File: config.mk
export PLATFORM = sky130hd
export DESIGN_NAME = bus_cycle_responder
export DESIGN_NICKNAME = d
export VERILOG_FILES = /design/src/rtl/bus_cycle_responder.sv
export SDC_FILE = /design/constraint.sdc
export NUM_CORES = 1
export LEC_CHECK = 0
export CORE_ASPECT_RATIO = 1.25
export CORE_MARGIN = 2
export CORE_UTILIZATION = 26
export CTS_CLUSTER_DIAMETER = 120
export DETAILED_ROUTE_END_ITERATION = 16
export SETUP_SLACK_MARGIN = 0.2
export SLEW_MARGIN = 0
export SYNTH_ARGS = -nofsm -noshare
export SYNTH_HDL_FRONTEND = slang
export SYNTH_SLANG_ARGS = --single-unit
File: constraint.sdc
create_clock -name Clk -period 6.3 [get_ports Clk]
set_clock_uncertainty 0.1 [all_clocks]
set_input_delay 0.945 -clock Clk [delete_from_list [all_inputs] [get_ports Clk]]
set_output_delay 0.945 -clock Clk [all_outputs]
set_load 0.02 [all_outputs]
File: src/rtl/bus_cycle_responder.sv
// Closes 68k bus cycles: latches the decoded region, inserts per-region wait states,
// forwards registered external acknowledges and raises BERR when no acknowledge arrives.
module bus_cycle_responder #(
  parameter int unsigned ROM_WAIT = 1,
  parameter int unsigned RAM_WAIT = 0,
  parameter int unsigned IO_WAIT  = 2,
  parameter int unsigned TIMEOUT  = 255
) (
  input  logic Clk,
  input  logic Reset_H,
  input  logic AS_L,
  input  logic UDS_L,
  input  logic LDS_L,
  input  logic OnChipRomSelect_H,
  input  logic OnChipRamSelect_H,
  input  logic IOSelect_H,
  input  logic CanBusSelect_H,
  input  logic DramSelect_H,
  input  logic OffBoardMemory_H,
  input  logic CanBusDtack_L,
  input  logic DramDtack_L,
  input  logic OffBoardDtack_L,
  output logic Dtack_L,
  output logic BErr_L,
  output logic CycleActive_H
);

  typedef enum logic [2:0] {
    S_IDLE,
    S_WAIT,
    S_EXT,
    S_ACK,
    S_BERR
  } state_t;

  typedef enum logic [2:0] {
    R_NONE,
    R_ROM,
    R_RAM,
    R_IO,
    R_CAN,
    R_DRAM,
    R_OFF
  } region_t;

  state_t      r_state;
  region_t     r_region;
  logic [3:0]  r_wait_cnt;
  logic [7:0]  r_tmo_cnt;
  logic        r_can_ack_l;
  logic        r_dram_ack_l;
  logic        r_off_ack_l;

  region_t     w_region;
  logic        w_start;
  logic        w_internal;
  logic [3:0]  w_wait_load;
  logic        w_ext_ack;
  logic [7:0]  w_tmo_next;
  logic        w_timeout;

  assign w_start = !AS_L && (!UDS_L || !LDS_L);

  // NOTE: every signal assigned in always_comb gets a default first so no latch is inferred.
  always_comb begin
    w_region = R_NONE;
    if (OnChipRomSelect_H)      w_region = R_ROM;
    else if (OnChipRamSelect_H) w_region = R_RAM;
    else if (IOSelect_H)        w_region = R_IO;
    else if (CanBusSelect_H)    w_region = R_CAN;
    else if (DramSelect_H)      w_region = R_DRAM;
    else if (OffBoardMemory_H)  w_region = R_OFF;
  end

  always_comb begin
    w_wait_load = 4'd0;
    w_internal  = 1'b0;
    case (w_region)
      R_ROM: begin w_wait_load = 4'(ROM_WAIT); w_internal = 1'b1; end
      R_RAM: begin w_wait_load = 4'(RAM_WAIT); w_internal = 1'b1; end
      R_IO:  begin w_wait_load = 4'(IO_WAIT);  w_internal = 1'b1; end
      default: ;
    endcase
  end

  // Only the acknowledge belonging to the latched region may close the cycle.
  always_comb begin
    w_ext_ack = 1'b0;
    case (r_region)
      R_CAN:  w_ext_ack = !r_can_ack_l;
      R_DRAM: w_ext_ack = !r_dram_ack_l;
      R_OFF:  w_ext_ack = !r_off_ack_l;
      default: w_ext_ack = 1'b0;
    endcase
  end

  assign w_tmo_next = (r_tmo_cnt == 8'hFF) ? r_tmo_cnt : r_tmo_cnt + 8'd1;
  assign w_timeout  = (w_tmo_next == 8'(TIMEOUT));

  // NOTE: sequential state uses non-blocking assignments so every register samples pre-edge values.
  always_ff @(posedge Clk) begin
    if (Reset_H) begin
      r_state       <= S_IDLE;
      r_region      <= R_NONE;
      r_wait_cnt    <= 4'd0;
      r_tmo_cnt     <= 8'd0;
      r_can_ack_l   <= 1'b1;
      r_dram_ack_l  <= 1'b1;
      r_off_ack_l   <= 1'b1;
      Dtack_L       <= 1'b1;
      BErr_L        <= 1'b1;
      CycleActive_H <= 1'b0;
    end else begin
      r_can_ack_l  <= CanBusDtack_L;
      r_dram_ack_l <= DramDtack_L;
      r_off_ack_l  <= OffBoardDtack_L;

      case (r_state)
        S_IDLE: begin
          Dtack_L <= 1'b1;
          BErr_L  <= 1'b1;
          if (w_start) begin
            r_region      <= w_region;
            r_wait_cnt    <= w_wait_load;
            r_tmo_cnt     <= 8'd0;
            CycleActive_H <= 1'b1;
            if (!w_internal)             r_state <= S_EXT;
            else if (w_wait_load == 4'd0) r_state <= S_ACK;
            else                          r_state <= S_WAIT;
          end
        end

        S_WAIT: begin
          if (AS_L) begin
            r_state       <= S_IDLE;
            CycleActive_H <= 1'b0;
          end else if (r_wait_cnt == 4'd0) begin
            r_state <= S_ACK;
            Dtack_L <= 1'b0;
          end else if (w_timeout) begin
            r_state <= S_BERR;
            BErr_L  <= 1'b0;
          end else begin
            r_wait_cnt <= r_wait_cnt - 4'd1;
            r_tmo_cnt  <= w_tmo_next;
          end
        end

        // Acknowledge is tested ahead of timeout so a same-edge ack still completes the cycle.
        S_EXT: begin
          if (AS_L) begin
            r_state       <= S_IDLE;
            CycleActive_H <= 1'b0;
          end else if (w_ext_ack) begin
            r_state <= S_ACK;
            Dtack_L <= 1'b0;
          end else if (w_timeout) begin
            r_state <= S_BERR;
            BErr_L  <= 1'b0;
          end else begin
            r_tmo_cnt <= w_tmo_next;
          end
        end

        S_ACK: begin
          if (AS_L) begin
            r_state       <= S_IDLE;
            Dtack_L       <= 1'b1;
            CycleActive_H <= 1'b0;
          end else begin
            Dtack_L <= 1'b0;
          end
        end

        S_BERR: begin
          if (AS_L) begin
            r_state       <= S_IDLE;
            BErr_L        <= 1'b1;
            CycleActive_H <= 1'b0;
          end
        end

        default: begin
          r_state       <= S_IDLE;
          Dtack_L       <= 1'b1;
          BErr_L        <= 1'b1;
          CycleActive_H <= 1'b0;
        end
      endcase
    end
  end

endmodule

==> impl_metrics.yaml <==
power_and_ir_drop:
  cellPowerDensity_nw_per_um2: 232.0
  internal_power_uw: 298.5
  power_leakage_uw: 0.0006391
  post-layout-total-power_uw: 437.4
  pwr-share-seq: 0.401
  p_sw_frac: 0.3176
  combinationalPowerShare: 0.281
  worst_voltage_drop_across_the_vdd_grid_mv: 0.09505
  power.net_switching_uw: 138.9
  clkPwrFrac: 0.318
global_routing:
  grt_pass1_wl_um: 6817
  first_global_vias: 1492
  grt_max_degree: 21
  leftover_overflow_at_the_end_of_global_routing: 0
  antenna_violations_before_repair: 0
  grtUsageTotal: 0.1261
placed_design:
  placement.io_buffers: 16
  dpl_worst_slack_ps: 3162
  hpwl_um: 2988
  finalWeightedCongestion: 0.8822
worst_setup_path:
  endpoint: "r_tmo_cnt[7]$_SDFFE_PP0P_"
  ff2ff_path_depth: 6
  worst_r2r_startpoint: "r_tmo_cnt[0]$_SDFFE_PP0P_"
  critical_path.startpoint: "AS_L"
  worstSetupStartpointType: "input port"
  critical_path_class: "input port to register"
  worst_ep_arrival_time_ps: 2960
  regToRegSetupSlack_ps: 3880
  worst_ep_required_time_ps: 6380
  worst_path_maximum_fanout: 13
  worstSetupEndpointType: "register"
  crit-reg2reg-capture: "r_wait_cnt[1]$_SDFFE_PP0P_"
cells_and_area:
  area_growth_syn_to_layout_pct: 18.38
  final_cell_mix: "dfxtp_1, nand2_1, a21oi_1, nor2_1, clkdlybuf4s50_1"
  antenna-diode-count: 0
  layout.filler_cells: 629
  fin_nets: 234
  share_of_cells_above_drive_strength_1: 0.08796
  fin_util: 0.3219
  layout.cells.most_common: "dfxtp_1"
timing:
  timing.fmax_ghz: 0.3470
  relSlewSlack: 0.4708
  final_worst_setup_slack_ps: 3418
  final.setup.tns_ps: 0
  maxSlewViolCount: 0
  finalHoldViolCount: 0
  layout_worst_path_cycle_share: 0.4574
  tightestPinTransition_ps: 791.4
  setup_repair_after_global_routing_missed_its_margin: "no"
  min_period_ps: 2882
  final-setup-viol-count: 0
  hold_ws_ps: 369.8
yosys:
  sequential_area_share_after_synthesis: 0.3016
  yosysWarnings: 0
  yosysTopAreaCell: "dfxtp_1"
  yosys.area.top_type_share: 0.3016
  async_reset_ff_frac: 0
  syn-num-nets: 221
  yosys-top-cells-area: "dfxtp_1, a21oi_1, nand2_1"
  ys.flop_type: "dfxtp_1"
  syn_area_per_cell_um2: 7.808
  postSynthCellCount: 204
  synth_enable_flop_cells: 0
  mappedNetlistArea_um2: 1593
  synthDistinctLibCells: 54
  synth.ff_latch_count: 24
clocking:
  clock-root-buffer: "clkbuf_8"
  cts_h_tree_lvls: 1
  path_clk_slew_ps: 90
  holdBufCountCts: 0
  cts_inserted_buffers: 3
  postCtsResizedCells: 0
  cts.repair_timing.setup_buffer_count: 0
  insertion_delay_ps: 270
  cts_tree: "yes"
  cts_sinks: 24
  buffers_from_clock_root_to_sink_at_most: 2
flow_run:
  timing.max_cap.violations: 0
die:
  initial_standard_cell_utilization_of_the_core: 0.2720
  rows: 31
  design.portCount: 17
  die_y_um: 91.51
  core_area_um2: 5857
  die_area_um2: 6772
  die_boundary_width_um: 74.01
run_status:
  status: "finished clean"
hold_path:
  min-delay-start: "r_wait_cnt[3]$_SDFFE_PP0P_"
  hold_path_class: "register to register"
route:
  drt-wirelength-per-cell_um: 13.72
  via_count: 1594
  dr.first_iter.drc_count: 131
  drt_pre_antenna_iters: 6
  detail-route-antenna-nets: 0
  route.detailed.drc: 0
  routed_wirelength_um: 4089
  vias_per_cell: 5.349
-- synth_stat cells, types with 3 or more instances --
library cell  count
clkbuf_1          4
and2_1            4
nor2_1           16
inv_1            10
nand2b_1          5
mux2i_1           3
and3_1            3
dfxtp_1          24
o211ai_1          5
a211oi_2          3
a21oi_1          21
o21ai_0          13
or2_2             3
nand2_1          21
buf_2             3
ha_1              3
a21o_1            3
a211oi_1          3
nand3_1           4
nor3_1           11
-- worst min path at each step --
stage	cells after the start	slack [ps]	endpoint
finish	2	370	r_wait_cnt[3]$_SDFFE_PP0P_
global route	2	400	r_wait_cnt[3]$_SDFFE_PP0P_
CTS	2	370	r_wait_cnt[3]$_SDFFE_PP0P_
detailed placement	2	360	r_wait_cnt[3]$_SDFFE_PP0P_
global placement	2	360	r_wait_cnt[3]$_SDFFE_PP0P_
floorplan	2	340	r_wait_cnt[3]$_SDFFE_PP0P_
-- flip-flops by register name, summed over array words and instances, names as in the netlist --
register,count
r_off_ack_l,1
r_can_ack_l,1
r_region,3
r_state,3
Dtack_L,1
r_wait_cnt,4
BErr_L,1
CycleActive_H,1
r_tmo_cnt,8
r_dram_ack_l,1
-- critical path, cell delays in order --
cell             delay (ps)
clkdlybuf4s50_1         660
a211oi_4                320
o22ai_1                 190
a211oi_2                410
nand2_1                 160
o32ai_1                 280
-- power groups by stage --
stage	registers, uW	logic [uW]	clock network [uW]
2_1_floorplan	173	89.9	0
3_3_place_gp	178	121	0
3_5_place_dp	178	122	0
4_1_cts	175	123	141
5_1_grt	177	135	146
6_report	175	123	139
-- cells by family after synthesis --
| kind of cell | Yosys count | synth area share |
|---|---|---|
| multiplexers | 5 | 0.03535 |
| AO/OA/AOI/OAI | 75 | 0.3339 |
| flip-flops | 24 | 0.3016 |
| adder cells (fa/ha/maj) | 3 | 0.02357 |
| buffers and inverters | 18 | 0.04949 |
| AND/OR/NAND/NOR | 79 | 0.2561 |
-- routing by layer --
metal  global-route usage  vias up  part of all wire  routed length [um]
met5                    0        -                 0                   0
met3              0.02331        7             0.045                 185
met4              0.05303        0             0.020                  83
met2               0.2009       35              0.49                1989
met1               0.1632      762              0.45                1830
li1                     -      790                 -                   -
-- area by class of cell --
type / count / area [um^2] / area share
sequential: 24 / 480.5 / 0.2548
clock buffer: 3 / 41.29 / 0.02190
clock inverter: 1 / 30.03 / 0.01593
tap: 82 / 102.6 / 0.05441
multi-input combinational: 162 / 1033 / 0.5481
timing repair buffer: 16 / 160.2 / 0.08494
inverter: 10 / 37.54 / 0.01991
-- through the flow --
step | instances | instance area (um^2)
floorplan | 204 | 1593
CTS | 298 | 1886
detailed placement | 294 | 1814
global placement | 294 | 1814
finish | 298 | 1886
global route | 298 | 1886
(Power assumes the default switching activity.)
